`src/rtl/fb_pkg.sv`:
```
// fb_pkg: frame-buffer geometry and drawing-engine types,
// shared with the scan-out address generator.
package fb_pkg;

  localparam int FB_W    = 320;
  localparam int FB_H    = 240;
  localparam int ADDR_W  = 17;
  localparam int COLOR_W = 12;

  typedef logic [COLOR_W-1:0] color_t;
  typedef logic [ADDR_W-1:0]  addr_t;

  typedef enum logic [1:0] {
    IDLE,
    SETUP,
    WRITE,
    FINISH
  } state_t;

  // y*320 as y*256 + y*64, no multiplier
  function automatic addr_t row_addr(input logic [7:0] y);
    return addr_t'({y, 8'b0}) + addr_t'({y, 6'b0});
  endfunction

endpackage

```
`src/rtl/fb_rect_writer.sv`:
```
// fb_rect_writer: clipped solid-rectangle fill into the frame buffer.
// FB_RECT_OUTLINE_EN adds an outline-only drawing mode.
module fb_rect_writer
  import fb_pkg::*;
(
  input  logic              clk,
  input  logic              rst,
  input  logic              start,
  input  logic [8:0]        x0,
  input  logic [7:0]        y0,
  input  logic [8:0]        w,
  input  logic [7:0]        h,
  input  logic [COLOR_W-1:0] color,
`ifdef FB_RECT_OUTLINE_EN
  input  logic              outline,
`endif
  output logic              busy,
  output logic              done,
  output logic              fb_we,
  input  logic              fb_gnt,
  output logic [ADDR_W-1:0] fb_addr,
  output logic [COLOR_W-1:0] fb_data
);

  state_t state, state_nx;

  logic [8:0] x0_q, w_q, x_q, xe_q;
  logic [7:0] y0_q, h_q, y_q, ye_q;
  color_t     color_q;
  addr_t      row_q;
  logic       outline_q;

  logic [9:0] xs, ys;
  logic [8:0] xe_c;
  logic [7:0] ye_c;
  logic       empty;

  assign xs    = {1'b0, x0_q} + {1'b0, w_q};
  assign ys    = {2'b0, y0_q} + {2'b0, h_q};
  assign xe_c  = (xs > 10'(FB_W)) ? 9'(FB_W) : xs[8:0];
  assign ye_c  = (ys > 10'(FB_H)) ? 8'(FB_H) : ys[7:0];
  assign empty = (w_q == '0) || (h_q == '0) ||
                 (x0_q >= 9'(FB_W)) || (y0_q >= 8'(FB_H));

  logic  last_col, last_row, edge_row;
  logic  wrap, skip, step, last_px;
  addr_t next_row;

  assign last_col = (x_q == xe_q - 9'd1);
  assign last_row = (y_q == ye_q - 8'd1);
  assign edge_row = (y_q == y0_q) || last_row;
  assign last_px  = last_col && last_row;
  assign wrap     = last_col && !last_row;
  // interior rows of an outline jump from the left to the right edge
  assign skip     = outline_q && !edge_row && !last_col && (x_q == x0_q);
  assign step     = !last_col && !skip;
  assign next_row = row_q + addr_t'(FB_W);

  always_ff @(posedge clk or negedge rst) begin
    if (!rst) state <= IDLE;
    else      state <= state_nx;
  end

  always_comb begin
    state_nx = state;
    case (state)
      IDLE:    if (start) state_nx = SETUP;
      SETUP:   state_nx = empty ? FINISH : WRITE;
      WRITE:   if (fb_gnt && last_px) state_nx = FINISH;
      FINISH:  state_nx = IDLE;
      default: state_nx = IDLE;
    endcase
  end

  always_comb begin
    busy  = (state == SETUP) || (state == WRITE);
    done  = (state == FINISH);
    fb_we = (state == WRITE);
  end

  always_ff @(posedge clk or negedge rst) begin
    if (!rst) begin
      x0_q      <= '0;
      y0_q      <= '0;
      w_q       <= '0;
      h_q       <= '0;
      color_q   <= '0;
      outline_q <= 1'b0;
      x_q       <= '0;
      y_q       <= '0;
      xe_q      <= '0;
      ye_q      <= '0;
      row_q     <= '0;
      fb_addr   <= '0;
      fb_data   <= '0;
    end else begin
      case (state)
        IDLE: if (start) begin
          x0_q    <= x0;
          y0_q    <= y0;
          w_q     <= w;
          h_q     <= h;
          color_q <= color;
`ifdef FB_RECT_OUTLINE_EN
          outline_q <= outline;
`else
          outline_q <= 1'b0;
`endif
        end
        SETUP: begin
          xe_q    <= xe_c;
          ye_q    <= ye_c;
          x_q     <= x0_q;
          y_q     <= y0_q;
          fb_data <= color_q;
          if (!empty) begin
            row_q   <= row_addr(y0_q);
            fb_addr <= row_addr(y0_q) + addr_t'(x0_q);
          end
        end
        WRITE: if (fb_gnt) begin
          unique case (1'b1)
            wrap: begin
              x_q     <= x0_q;
              y_q     <= y_q + 8'd1;
              row_q   <= next_row;
              fb_addr <= next_row + addr_t'(x0_q);
            end
            skip: begin
              x_q     <= xe_q - 9'd1;
              fb_addr <= row_q + addr_t'(xe_q - 9'd1);
            end
            step: begin
              x_q     <= x_q + 9'd1;
              fb_addr <= fb_addr + addr_t'(1);
            end
            default: ;
          endcase
        end
        default: ;
      endcase
    end
  end

endmodule

```
`config.mk`:
```
export PLATFORM = sky130hd
export DESIGN_NAME = fb_rect_writer
export DESIGN_NICKNAME = d
export VERILOG_FILES = /design/src/rtl/fb_pkg.sv /design/src/rtl/fb_rect_writer.sv
export SDC_FILE = /design/constraint.sdc
export NUM_CORES = 1
export LEC_CHECK = 0
export ABC_AREA = 1
export BUFFER_PORTS_ARGS = -buffer_cell sky130_fd_sc_hd__clkbuf_2
export CORE_ASPECT_RATIO = 1.4
export CORE_MARGIN = 2
export CORE_UTILIZATION = 60
export CTS_CLUSTER_SIZE = 14
export DETAILED_ROUTE_END_ITERATION = 8
export GPL_ROUTABILITY_DRIVEN = 0
export PLACE_DENSITY = 0.91
export SLEW_MARGIN = 25
export SYNTH_ARGS = -nofsm -noshare
export SYNTH_HDL_FRONTEND = slang
export SYNTH_SLANG_ARGS = --single-unit
```
`constraint.sdc`:
```
create_clock -name clk -period 4.5 [get_ports clk]
set_clock_uncertainty 0.1 [all_clocks]
set_input_delay 0.9 -clock clk [delete_from_list [all_inputs] [get_ports clk]]
set_output_delay 0.9 -clock clk [all_outputs]
set_load 0.05 [all_outputs]
```
==> results.ini, run 1 <==
[clocking]
worstSkewPairLatency_ns = 0.43
cts_setup_buffers = 0
holdBufCountCts = 0
postCtsResizedCells = 0
cts-root-buf = clkbuf_16
cts-htree-levels = 4
cts_tree = built
clk_pin_slew_ns = 0.07
clock_sinks = 122
numCtsBuffers = 17
cts_max_path_buffers = 2

[global_routing]
antenna_found_initial = 0
grt_pass1_wl_um = 37700
grtUsageTotal_pct = 30.4
grt_max_degree = 66
grt.overflow.total = 0
first_global_vias = 8264

[cells_and_area]
drive_gt1_share_pct = 16.2
nFillCells = 1003
nets = 1334
finalNonFillerCells = 1437
fin_util_pct = 69.8
design_area_mm2 = 0.00975
syn_to_final_growth_pct = 13.3
antenna_cells = 0

[setup_path]
start_kind = register
worst_ep_required_time_ns = 4.75
crit_type = reg -> reg
critPathCaptureType = register
crit_fanout = 24
arrival_ns = 3.35

[die]
row_count = 51
initial_core_util_pct = 61.6
core_mm2 = 0.0140
die_area_mm2 = 0.0153
ios = 82
die_y_um = 146
die_width_um = 105

[sta]
hold_violations = 0
tns_ns = 0
rsz0062_at_grt = false
fmax_mhz = 322
layout_min_cycle_time_ns = 3.10
period_share_pct = 69.0
setup_violations = 0
worst_slew_pin_slew_ns = 0.839
drv_slew = 0
relSlewSlack_pct = 44.1

[logic_synthesis]
synthesis.nets = 1255
yosysSeqAreaShare_pct = 35.5
async_reset_ff_share_pct = 100
synth_area_mm2 = 0.00861
synth_area_per_cell_um2 = 7.42
ys_warn_count = 0
ys.flop_type = dfrtp_1
synth_cells = 1160
synth_edf_count = 0
synth-seq-cells = 122
ys_types = 47

[placed_design]
dpl_cell_area_mm2 = 0.00915
io_buffers = 81
dp_hpwl_um = 16100
dp.cells = 1405

[routing]
ant_nets = 0
routedWlPerCell_um = 15.8
first_pass_iters = 7
first_iter_violations = 677
vias = 8254
routed_via_density = 5.74
drcViolationCount = 0
wirelength_um = 22800

[flow_run]
drv_cap = 0

[run_status]
status = complete, no violations

[worst_hold_path]
min_path_type = reg -> reg

==> layout make-up <==
cell class              count  area, µm²  area share (%)
multi-input cells         877       4900            50.3
flip-flops and latches    122       3050            31.3
inverters                 133        499            5.12
repair buffers             88        460            4.72
clock buffers              17        425            4.36
well taps                 185        231            2.37
clock inverters            15        178            1.82
==> flip-flops by register name, indices dropped and copies added (netlist names) <==
| register | cells |
|---|---|
| state | 2 |
| ye_q | 8 |
| y_q | 8 |
| row_q | 11 |
| y0_q | 8 |
| w_q | 9 |
| x_q | 9 |
| fb_data | 12 |
| x0_q | 9 |
| fb_addr | 17 |
| h_q | 8 |
| xe_q | 9 |
| color_q | 12 |
==> path summary, 6_finish.rpt <==
kind,cells past startpoint,slack (ns),to,from
worst max-delay path,16,1.40,row_q[9],xe_q[0]
worst min-delay path,2,0.38,fb_data[1],color_q[1]
worst max register to register,16,1.40,row_q[9],xe_q[0]
worst min register to register,2,0.38,fb_data[1],color_q[1]
max in group asynchronous,2,2.91,row_q[15],rst
min in group asynchronous,1,0.46,fb_addr[2],rst
==> Yosys cell counts (all sizes together) (19+ instances only) <==
master	count	share of area, %
mux2	38	5.0
ha	41	6.0
nand4	22	1.8
a21oi	31	1.9
o21ai	77	5.0
nor2	103	5.3
nand3	100	6.1
xnor2	19	1.9
xor2	38	3.9
inv	132	5.8
nand2	365	16
dfrtp	122	35
==> logic make-up after synthesis <==
logic type,Yosys count,share of synthesized area [%]
XOR/XNOR,59,6.32
flip-flops,122,35.5
multiplexers,38,4.97
buffers and inverters,161,7.57
other,1,0.0436
AND/OR/NAND/NOR,609,30.5
AO/OA/AOI/OAI,125,8.20
adder cells (fa/ha/maj),45,6.89
==> stage by stage <==
stage / hold WS, ns / setup slack [ns]
3_3_place_gp: 0.353 / 1.58
3_5_place_dp: 0.361 / 1.44
5_1_grt: 0.417 / 1.07
4_1_cts: 0.382 / 1.42
2_1_floorplan: 0.344 / 2.16
6_report: 0.379 / 1.40
==> worst max-delay path, cell delays in order (launching register included) <==
cell	delay [ns]
dfrtp_1	0.41
inv_2	0.13
ha_1	0.24
nand2_1	0.11
nor2_2	0.15
nand2_1	0.07
nand2_1	0.07
nand2_1	0.07
inv_1	0.07
nand2_2	0.08
nor2_4	0.10
nand3_4	0.19
nand2_4	0.27
nand2_2	0.14
nor2_2	0.58
nand2_1	0.12
o21ai_1	0.11
==> layout by cell type (no fill, tap or decap), drive strengths merged <==
| cell | instances |
|---|---|
| clkbuf | 97 |
| conb | 1 |
| clkinv | 4 |
| o21bai | 1 |
| o211ai | 2 |
| a31oi | 3 |
| nand4 | 22 |
| nand2 | 365 |
| buf | 8 |
| a22oi | 1 |
| mux2 | 38 |
| clkinvlp | 1 |
| xnor2 | 19 |
| fa | 4 |
| a21o | 2 |
| nor3b | 1 |
| nor3 | 12 |
| ha | 41 |
| inv | 141 |
| a21oi | 31 |
| dfrtp | 122 |
| o21a | 1 |
| bufinv | 2 |
| a211oi | 1 |
| o21ai | 77 |
| nand3 | 100 |
| xnor3 | 2 |
| or2 | 3 |
| nor2 | 103 |
| and2 | 2 |
| xor2 | 38 |
| nand3b | 1 |
| o22ai | 6 |
==> routing by layer <==
metal | share of wire [%] | global-route usage [%] | up-vias | routed length [µm]
li1 | - | - | 3899 | -
met1 | 37 | 34.8 | 3844 | 8520
met2 | 49 | 51.2 | 401 | 11200
met3 | 7.8 | 6.49 | 110 | 1760
met4 | 5.7 | 19.3 | 0 | 1290
met5 | 0 | 0 | - | 0
Power of run 1 is left out: the tool's default activity adds up to more than one toggle a clock period on the data nets, which glitch-free logic cannot reach.
==> run 2: changes to the inputs <==
clock period = 3.01 ns   (was 4.5 ns; I/O delays follow)
==> results.ini, run 2 (synthesis gave the netlist of run 1 again) <==
[cells_and_area]
fin_util_pct = 70.2
regMostFlops = fb_addr
drive_gt1_share_pct = 16.8
syn_to_final_growth_pct = 14.0
largest_reg_flops = 17
final_cell_mix = 357 x nand2_1, 128 x inv_1, 122 x dfrtp_1, 97 x nand3_1, 90 x nor2_1
largestRegisters = fb_addr: 17 flops, color_q: 12 flops, fb_data: 12 flops
design_area_mm2 = 0.00981
antenna_cells = 0
nets = 1341
final_common_cell = nand2_1

[sta]
hold_violations = 0
setup_violations = 0
rsz0062_at_grt = false
tns_ns = 0
relSlewSlack_pct = 56.9
fmax_mhz = 361
drv_slew = 0
layout_min_cycle_time_ns = 2.77
period_share_pct = 92.1
worst_slew_pin_slew_ns = 0.646

[global_routing]
antenna_found_initial = 0
grtUsageTotal_pct = 32.2
first_global_vias = 8322
grt_max_degree = 50
grt_pass1_wl_um = 39900
grt.overflow.total = 0

[placed_design]
io_buffers = 81
dp_hpwl_um = 16600
dpl_cell_area_mm2 = 0.00923

[setup_path]
worst_ep_required_time_ns = 3.28
crit_type = reg -> reg
crit_fanout = 6
critPathCaptureType = register
arrival_ns = 3.04
start_kind = register

[clocking]
clk_pin_slew_ns = 0.06
cts-root-buf = clkbuf_16
cts_max_path_buffers = 2
clock_sinks = 122
worstSkewPairLatency_ns = 0.43
cts_setup_buffers = 0
cts-htree-levels = 4
cts_tree = built
numCtsBuffers = 17

[routing]
first_pass_iters = 8
ant_nets = 0
wirelength_um = 24100
routed_via_density = 5.83
drcViolationCount = 0
vias = 8412
first_iter_violations = 702
routedWlPerCell_um = 16.7

[die]
die_y_um = 146
die_area_mm2 = 0.0153
die_width_um = 105
initial_core_util_pct = 61.6
ios = 82
core_mm2 = 0.0140
row_count = 51

[worst_hold_path]
min_path_type = in -> async

[run_status]
status = complete, no violations

[flow_run]
drv_cap = 0

-- run 2: cell types whose count changed in the layout (fill, tap and decap cells not counted), sizes merged --
cell / change
clkinvlp: +2
bufinv: -1
buf: +7
clkinv: -1
-- run 2: worst paths after layout --
path | startpoint | end | slack, ns | cells past startpoint
worst max-delay path | y0_q[1] | fb_addr[16] | 0.24 | 13
worst min-delay path | rst | x_q[0] | 0.11 | 1
worst max register to register | y0_q[1] | fb_addr[16] | 0.24 | 13
worst min register to register | fb_data[0] | fb_data[0] | 0.38 | 2
max in group asynchronous | rst | y0_q[6] | 1.99 | 2
min in group clk | color[11] | color_q[11] | 0.30 | 2
-- run 2: worst max-delay path, cell delays in order, from the launching register on --
cell	delay, ns
dfrtp_1	0.52
inv_1	0.17
fa_1	0.51
xnor2_2	0.27
inv_1	0.10
nor2_1	0.14
nand2_1	0.09
nor2_1	0.22
nand3_1	0.13
o21ai_0	0.17
nand2_1	0.07
nand2_1	0.09
nand2_1	0.05
nand2_1	0.07
-- run 2: repair_timing --
action / CTS / global route
endpoints found under the setup margin: 0 / 2
hold buffers: 0 / 0
gates resized for setup: 0 / 1
hold endpoints to repair: 0 / 0
-- run 2: layout make-up --
cell class                      instances  area [µm²]
Clock inverter                         15         155
Timing Repair Buffer                   95         538
Sequential cell                       122        3050
Tap cell                              185         231
Clock buffer                           17         425
Multi-Input combinational cell        877        4910
Fill cell                             985        4160
Inverter                              133         499
-- run 2: metal layers --
layer	up-vias	routed length (µm)	global-route usage (%)
met2	461	12100	55.9
li1	3924	-	-
met4	0	1250	17.1
met5	-	0	0
met3	127	1770	6.54
met1	3900	8960	37.1
-- run 2: stage by stage --
stage	hold WS [ns]	std cells	setup WS, ns
CTS	0.121	1444	0.208
global route	0.160	1444	0.00593
finish	0.106	1444	0.238
global placement	0.350	1412	0.344
detailed placement	0.362	1412	0.257
floorplan	0.206	1160	0.675
Power of run 2 is left out for the same reason.
==> run 3: changes to the inputs <==
--- a/config.mk
+++ b/config.mk
@@ -15,4 +15,5 @@
 export GPL_ROUTABILITY_DRIVEN = 0
 export PLACE_DENSITY = 0.91
+export REMOVE_ABC_BUFFERS = 1
 export SLEW_MARGIN = 25
 export SYNTH_ARGS = -nofsm -noshare
--- a/constraint.sdc
+++ b/constraint.sdc
@@ -3,3 +3,3 @@
 set_input_delay 0.602 -clock clk [delete_from_list [all_inputs] [get_ports clk]]
 set_output_delay 0.602 -clock clk [all_outputs]
-set_load 0.05 [all_outputs]
+set_load 0.01 [all_outputs]
==> results.ini, run 3 (synthesis gave the netlist of run 1 again) <==
[run_status]
status = complete, no violations

[cells_and_area]
largestRegisters = fb_addr: 17 flops, color_q: 12 flops, fb_data: 12 flops
regArea_mm2 = 0.00305
drive_gt1_share_pct = 16.6
final_common_cell = nand2_1
multiInputGateArea_mm2 = 0.00490
nets = 1340
syn_to_final_growth_pct = 14.1
largest_reg_flops = 17
regMostFlops = fb_addr
antenna_cells = 0
design_area_mm2 = 0.00982
final_cell_mix = 357 x nand2_1, 128 x inv_1, 122 x dfrtp_1, 97 x nand3_1, 90 x nor2_1
nFillCells = 1006

[global_routing]
antenna_found_initial = 0
grt_max_degree = 54
grt_pass1_wl_um = 38400
first_global_vias = 8118
grt.overflow.total = 0
grtUsageTotal_pct = 31.3

[routing]
wirelength_um = 23400
vias = 8313
first_pass_iters = 5
routed_via_density = 5.76
first_iter_violations = 782
drcViolationCount = 0
ant_nets = 0
routedWlPerCell_um = 16.2

[setup_path]
crit_type = reg -> reg
crit_path_start = y0_q[1]
worst_ep_required_time_ns = 3.27
crit_fanout = 6
crit_top_cell = nor2_1
arrival_ns = 3.04
critPathCaptureType = register
start_kind = register
r2r-start = y0_q[1]
cp_num_buf_inv = 2
slowest_delay_ns = 0.52
path_cells = inv_1 -> fa_1 -> xnor2_1 -> inv_1 -> nor2_1 -> nand2_1 -> nor2_1 -> nand3_1 -> nand2_1 -> nand2_1 -> nor2_1 -> nor2_1 -> a21oi_2
crit_family = simple AND/OR/NAND/NOR gates
crit_path_top_delay_cell = dfrtp_1

[clocking]
clk_pin_slew_ns = 0.07
cts-root-buf = clkbuf_16
clock_sinks = 122
cts_max_path_buffers = 2
numCtsBuffers = 17
worstSkewPairLatency_ns = 0.43
cts-htree-levels = 4
cts_tree = built

[placed_design]
dpl_cell_area_mm2 = 0.00920
io_buffers = 81
post-place-ws_ns = 0.287
dp_hpwl_um = 16400

[flow_run]
drv_cap = 0

[sta]
worst_slew_pin_slew_ns = 0.690
fmax_mhz = 360
relSlewSlack_pct = 53.8
fin_ws_ns = 0.233
layout_min_cycle_time_ns = 2.78
hold_slack_ns = 0.0728
setup_violations = 0
hold_violations = 0
period_share_pct = 92.3
drv_slew = 0

[die]
die_width_um = 105
row_count = 51
ios = 82
die_y_um = 146
die_area_mm2 = 0.0153
core_mm2 = 0.0140
initial_core_util_pct = 61.6

[worst_hold_path]
min_path_type = in -> async

run 3: through the flow:
step / TNS (ns) / utilization [%] / instances
after floorplan: -4.08 / - / 1132
after global placement: 0 / 65.9 / 1409
after detailed placement: 0 / 65.9 / 1409
after CTS: 0 / 70.2 / 1441
after global routing: -0.00837 / 70.3 / 1443
final: 0 / 70.3 / 1443
run 3: timing repair:
| action | 4_1_cts | 5_1_grt |
|---|---|---|
| gates resized for setup | 0 | 0 |
| hold buffers | 0 | 0 |
| endpoints found under the setup margin | 0 | 4 |
| setup buffers | 0 | 2 |
run 3: cell type report:
| cell class | instances | area share (%) |
|---|---|---|
| clock inverter | 15 | 1.80 |
| inverter | 133 | 5.08 |
| clock buffer | 17 | 4.33 |
| tap | 185 | 2.36 |
| timing repair buffer | 94 | 5.40 |
| sequential | 122 | 31.1 |
| multi-input combinational | 877 | 49.9 |
run 3: routing by layer:
metal / track usage, % / share of wire (%)
met1: 35.4 / 36
met2: 53.8 / 50
met3: 6.09 / 7.0
met4: 19.5 / 6.4
met5: 0 / 0
run 3: path summary, 6_finish.rpt:
path                                to  slack, ns  cells past startpoint
min in group clk                w_q[0]       0.30                      2
setup / recovery           fb_addr[15]       0.23                     13
max in group asynchronous      y0_q[2]       1.94                      2
setup reg to reg           fb_addr[15]       0.23                     13
hold reg to reg             fb_data[2]       0.38                      2
hold / removal             color_q[11]       0.07                      1
Power of run 3 is left out for the same reason.
